===== src/rtl/fixed_point_pkg.sv =====
// Shared fixed-point definitions for the regressor datapath (dot-product and
// add/sub stages): word format, saturation limits, rounding constant, and a
// saturating narrow-to-WIDTH helper.
package fixed_point_pkg;

  localparam int WIDTH     = 32;
  localparam int FRAC_BITS = 16;
  localparam int WIDE      = 2 * WIDTH;

  localparam logic signed [WIDTH-1:0] SAT_MAX = {1'b0, {(WIDTH-1){1'b1}}};
  localparam logic signed [WIDTH-1:0] SAT_MIN = {1'b1, {(WIDTH-1){1'b0}}};

  // Half an LSB of the output format, added before the arithmetic shift.
  localparam logic signed [WIDE-1:0] ROUND_CONST = WIDE'(1) << (FRAC_BITS - 1);

  typedef struct packed {
    logic signed [WIDTH-1:0] value;
    logic                    ovf;
  } sat_t;

  typedef enum logic [1:0] {
    ST_ACCUM,
    ST_DRAIN,
    ST_HOLD
  } state_t;

  // Clamp a sign-extended wide value into the WIDTH-bit range, flagging a clamp.
  function automatic sat_t saturate(input logic signed [WIDE-1:0] v);
    sat_t                   res;
    logic signed [WIDE-1:0] wide_max;
    logic signed [WIDE-1:0] wide_min;
    wide_max = {{WIDTH{1'b0}}, SAT_MAX};
    wide_min = {{WIDTH{1'b1}}, SAT_MIN};
    res.ovf  = 1'b1;
    if (v > wide_max) begin
      res.value = SAT_MAX;
    end else if (v < wide_min) begin
      res.value = SAT_MIN;
    end else begin
      res.value = v[WIDTH-1:0];
      res.ovf   = 1'b0;
    end
    return res;
  endfunction

endpackage


===== src/rtl/fixed_point_mul.sv =====
// Two-stage fixed-point multiplier: stage 1 registers the full-width signed
// product, stage 2 rounds half-up, saturates to WIDTH bits and reports a clamp.
module fixed_point_mul
  import fixed_point_pkg::*;
(
  input  logic                    clk,
  input  logic                    rst,
  input  logic                    in_valid,
  input  logic signed [WIDTH-1:0] in_a,
  input  logic signed [WIDTH-1:0] in_b,
  output logic                    out_valid,
  output logic signed [WIDTH-1:0] out_r,
  output logic                    out_overflow
);

  logic signed [WIDE-1:0] a_ext;
  logic signed [WIDE-1:0] b_ext;
  logic signed [WIDE-1:0] prod;
  logic                   prod_valid;
  logic signed [WIDE-1:0] rounded;
  sat_t                   sat_r;

  assign a_ext = {{WIDTH{in_a[WIDTH-1]}}, in_a};
  assign b_ext = {{WIDTH{in_b[WIDTH-1]}}, in_b};

  // Stage 1 valid bit: cleared by reset so no stale product survives it.
  always_ff @(posedge clk) begin
    // NOTE: sequential state uses non-blocking assignments so every register
    // samples the pre-edge values of the others.
    if (rst) prod_valid <= 1'b0;
    else     prod_valid <= in_valid;
  end

  // Stage 1 data: full-width signed product.
  always_ff @(posedge clk) begin
    // NOTE: data registers are not reset; the accompanying valid bit decides
    // whether their contents mean anything.
    prod <= a_ext * b_ext;
  end

  assign rounded = (prod + ROUND_CONST) >>> FRAC_BITS;
  assign sat_r   = saturate(rounded);

  // Stage 2 valid bit.
  always_ff @(posedge clk) begin
    if (rst) out_valid <= 1'b0;
    else     out_valid <= prod_valid;
  end

  // Stage 2 data: rounded, saturated product and its clamp flag.
  always_ff @(posedge clk) begin
    out_r        <= sat_r.value;
    out_overflow <= sat_r.ovf;
  end

endmodule


===== src/rtl/fixed_point_dot_accum.sv =====
// Streaming dot-product unit: y_hat = bias + sum(round(x_i * w_i)), with
// saturating accumulation and a sticky per-vector overflow flag.
module fixed_point_dot_accum
  import fixed_point_pkg::*;
(
  input  logic                    clk,
  input  logic                    rst,
  input  logic                    in_valid,
  output logic                    in_ready,
  input  logic signed [WIDTH-1:0] in_x,
  input  logic signed [WIDTH-1:0] in_w,
  input  logic                    in_last,
  input  logic signed [WIDTH-1:0] bias,
  output logic                    out_valid,
  input  logic                    out_ready,
  output logic signed [WIDTH-1:0] out_y,
  output logic                    out_overflow
);

  state_t                  state;
  state_t                  state_next;
  logic                    beat_accept;
  logic                    out_fire;
  logic                    first_beat;
  logic                    sticky_ovf;
  logic signed [WIDTH-1:0] acc;
  logic signed [WIDTH:0]   acc_sum;
  sat_t                    acc_sat;

  // Last-beat marker travelling alongside the multiplier pipeline.
  logic                    last_d1;
  logic                    last_d2;
  logic                    acc_last;

  logic                    mul_valid;
  logic signed [WIDTH-1:0] mul_r;
  logic                    mul_ovf;

  assign beat_accept = in_valid && in_ready;
  assign out_fire    = out_valid && out_ready;

  fixed_point_mul u_mul (
    .clk          (clk),
    .rst          (rst),
    .in_valid     (beat_accept),
    .in_a         (in_x),
    .in_b         (in_w),
    .out_valid    (mul_valid),
    .out_r        (mul_r),
    .out_overflow (mul_ovf)
  );

  // Accumulate at WIDTH+1 bits so the true sum is visible before clamping.
  assign acc_sum = {acc[WIDTH-1], acc} + {mul_r[WIDTH-1], mul_r};
  assign acc_sat = saturate({{(WIDTH-1){acc_sum[WIDTH]}}, acc_sum});

  // FSM state register.
  always_ff @(posedge clk) begin
    if (rst) state <= ST_ACCUM;
    else     state <= state_next;
  end

  // FSM next-state and handshake outputs.
  always_comb begin
    // NOTE: every combinational output gets a default first so no path
    // through the case leaves it unassigned and infers a latch.
    state_next = state;
    in_ready   = 1'b0;
    out_valid  = 1'b0;
    case (state)
      ST_ACCUM: begin
        in_ready = !rst;
        if (beat_accept && in_last) state_next = ST_DRAIN;
      end
      ST_DRAIN: begin
        if (acc_last) state_next = ST_HOLD;
      end
      ST_HOLD: begin
        out_valid = 1'b1;
        if (out_ready) state_next = ST_ACCUM;
      end
      default: state_next = ST_ACCUM;
    endcase
  end

  // Track the last beat through the two multiplier stages and the accumulator.
  always_ff @(posedge clk) begin
    if (rst) begin
      last_d1  <= 1'b0;
      last_d2  <= 1'b0;
      acc_last <= 1'b0;
    end else begin
      last_d1  <= beat_accept && in_last;
      last_d2  <= last_d1;
      acc_last <= mul_valid && last_d2;
    end
  end

  // First-beat flag: armed after reset and after each result handshake.
  always_ff @(posedge clk) begin
    if (rst)              first_beat <= 1'b1;
    else if (out_fire)    first_beat <= 1'b1;
    else if (beat_accept) first_beat <= 1'b0;
  end

  // Accumulator and sticky overflow: seeded with bias on the first beat, then
  // each rounded product is added with saturation.
  always_ff @(posedge clk) begin
    if (rst) begin
      acc        <= '0;
      sticky_ovf <= 1'b0;
    end else if (beat_accept && first_beat) begin
      acc        <= bias;
      sticky_ovf <= 1'b0;
    end else if (mul_valid) begin
      acc        <= acc_sat.value;
      sticky_ovf <= sticky_ovf | mul_ovf | acc_sat.ovf;
    end
  end

  assign out_y        = acc;
  assign out_overflow = sticky_ovf;

endmodule


===== config.mk =====
export PLATFORM = sky130hd
export DESIGN_NAME = fixed_point_dot_accum
export DESIGN_NICKNAME = d
export VERILOG_FILES = /design/src/rtl/fixed_point_pkg.sv /design/src/rtl/fixed_point_mul.sv /design/src/rtl/fixed_point_dot_accum.sv
export SDC_FILE = /design/constraint.sdc
export NUM_CORES = 2
export LEC_CHECK = 0
export ABC_AREA = 1
export ABC_CLOCK_PERIOD_IN_PS = 11700
export BUFFER_PORTS_ARGS = -buffer_cell sky130_fd_sc_hd__buf_2
export CAP_MARGIN = 20
export CELL_PAD_IN_SITES_DETAIL_PLACEMENT = 1
export CELL_PAD_IN_SITES_GLOBAL_PLACEMENT = 1
export CORE_MARGIN = 2
export CORE_UTILIZATION = 54
export DETAILED_ROUTE_END_ITERATION = 6
export PLACE_DENSITY_LB_ADDON = 0.1
export SETUP_SLACK_MARGIN = 0.2
export SYNTH_ARGS = -nofsm -noshare
export SYNTH_HDL_FRONTEND = slang
export SYNTH_HIERARCHICAL = 1
export SYNTH_SLANG_ARGS = --single-unit

===== constraint.sdc =====
create_clock -name clk -period 11.7 [get_ports clk]
set_input_delay 0.585 -clock clk [delete_from_list [all_inputs] [get_ports clk]]
set_output_delay 0.585 -clock clk [all_outputs]
set_load 0.03 [all_outputs]

==> metrics.txt <==
setup repair bufs after CTS=0; minimum clock period=8.36 ns; cts bufs inserted=17; count of antenna-violating nets left after detailed routing=0; initial drt markers=1942; via count=37690; status=complete, no violations; hpwl dp=125 mm; first-pass GRT wire length=240 mm; hold buffer count at cts=0; RSZ-0062 raised after global routing=no; Max-slew headroom=0.329; Max Clk Rate=120 MHz; largest net degree at the start of global routing=54; CORE AREA=0.0833 sq mm; most common cell in the netlist=inv_1; DRC Markers=0; Worst Setup End Kind=flop; layout cells sized above 1=0.0402; Tcrit/Tclk final=0.714; final core utilization=0.567; Die X=293 um; 1st-pass router iterations=5; Post-synth top cells=1709 x inv_1, 1670 x nand2_1, 1082 x fa_1, 333 x nor2_1, 213 x ha_1; Worst Tran Pin Value=1.01 ns; clk_lat worst skew=0.44 ns; library cells used by synthesis=43; beginning of the critical path=in_x[31]; Ys Warns=6; WHS=0.389 ns; IO Pins=136; DRT Wirelength=150 mm; buffers from clock root to sink, at most=2; worst min path class=primary input to flop; Max Cap Viol=0; initial antenna violation count=2; std cell rows=106; vias in the first global route=44179; Port-buffer cells=135; Syn-to-layout area delta=4.29%; asr flop ratio synth=0; nets=7285; grt ovf=0; final instance area=0.0472 sq mm; CTS tree=done; Worst EP arrival=8.69 ns; clock slew seen by the registers of the worst setup and hold paths=0.06 ns; WP data required=12.03 ns; WHS Path Cells=3; Slew Limit Fails=0; Placement Cell Area=0.0466 sq mm; mapped cell area=0.0453 sq mm; die area=0.0861 sq mm; crit path kind=primary input to flop; Synth area leaders=fa_1 48%, inv_1 14%, nand2_1 14%, ha_1 5.9%, dfxtp_1 5.4%; # setup viols final=0; routed vias/inst=5.40; Most used DFF post-synth=dfxtp_1; Synth top area share=0.479; Post-CTS Resized=0; Seq cells post-synth=123; drt wl/cell=21.4 um; Max FO, Critical Path=32; Critical Path Source Type=primary input; Synth Net Count=7326; root buf cell=clkbuf_16; Reg2Reg Depth=14; die height=293 um; GRT Overall Usage=0.361; routability cong.=0.952; TNS Setup=0 ns; Num Clock Sinks=123; Clock Skews=0.00766 ns; Seq/Total Area, Yosys=0.0544; Post-synth EDFFs=0; worst r2r src=u_mul/prod[15]; syn avg cell area=7.63 sq um; area leader, netlist=fa_1; initial core utilization=0.543; hold_sp=in_last; H-Tree Depth=4; final hold viol count=0; cell count after synthesis=5930
-- registers in the layout, summed over array words and instances, names as in the netlist --
register            cells
acc_last                1
first_beat              1
last_d1                 1
last_d2                 1
out_overflow            1
out_y                  32
state                   2
u_mul/out_overflow      1
u_mul/out_r            32
u_mul/out_valid         1
u_mul/prod             49
u_mul/prod_valid        1
-- final timing paths --
kind | to | slack, ns
worst max-delay path | u_mul/prod[61] | 3.34
worst min-delay path | last_d1 | 0.39
worst max register to register | u_mul/out_overflow | 8.20
worst min register to register | u_mul/out_valid | 0.41
-- cells in the final DEF (no fill, tap or decap), types with 7 or more instances in the layout --
cell type / instances
a31oi_1: 13
o21ai_0: 60
nor2_1: 333
inv_1: 1709
or2_2: 12
buf_4: 21
fa_1: 1082
a21o_1: 10
nand2_1: 1670
nand4_1: 37
ha_1: 213
xnor2_1: 25
nor4_1: 7
nand2_2: 16
dfxtp_1: 123
buf_2: 135
clkbuf_16: 17
nand3_1: 81
xor2_1: 72
o21a_1: 9
o21bai_1: 25
a21oi_1: 146
nor3_1: 19
nor2_2: 9
-- stage by stage --
stage | setup slack [ns] | cells
after floorplan | 4.21 | 5930
after global placement | 3.12 | 6950
after detailed placement | 2.85 | 6950
after CTS | 3.29 | 6982
after global routing | 2.90 | 6982
final | 3.34 | 6983
-- metal layers --
layer	share of wire	GRT usage	vias to the layer above	wire length, um
met1	0.40	0.440	19426	59700
li1	-	-	16586	-
met2	0.51	0.652	1259	76500
met5	0.000087	0	-	13
met4	0.040	0.137	2	5970
met3	0.050	0.0453	417	7440
-- cells by family after synthesis --
logic type	after synthesis	share of synthesized area
AOI/OAI and AO/OA	284	0.0362
and+or+nand+nor	2202	0.192
buffers and inverters	1929	0.162
DFF	123	0.0544
adders and majority gates	1295	0.538
xor gates and xnor gates	97	0.0188
-- worst max-delay path, stage by stage --
cell and delay [ns]:
buf_2 0.54, nand2_1 0.19, inv_1 0.18, fa_1 0.47, fa_1 0.51, fa_1 0.99
inv_1 0.19, fa_1 0.57, inv_1 0.61, fa_1 0.55, fa_1 0.49, inv_1 0.06
fa_1 0.50, fa_1 0.54, inv_1 0.04, ha_1 0.38, a21oi_1 0.28, o21a_1 0.19
o21ai_0 0.15, nand3_1 0.12, o2111ai_1 0.11, a21oi_1 0.21, nand2_1 0.09, nand2_1 0.06
nand2_1 0.04
-- cell type report --
class                   count  area, sq um
well taps                1080         1350
clock buffers              21          470
repair buffers            156          833
multi-input cells        3878        35500
clock inverters            11          166
flip-flops and latches    123         2460
inverters                1713         6430
fillers                 10605        36100
diodes                      1         2.50
Power is not shown: default switching activity piles up to over one toggle a cycle in this logic, so the estimate is an artifact.
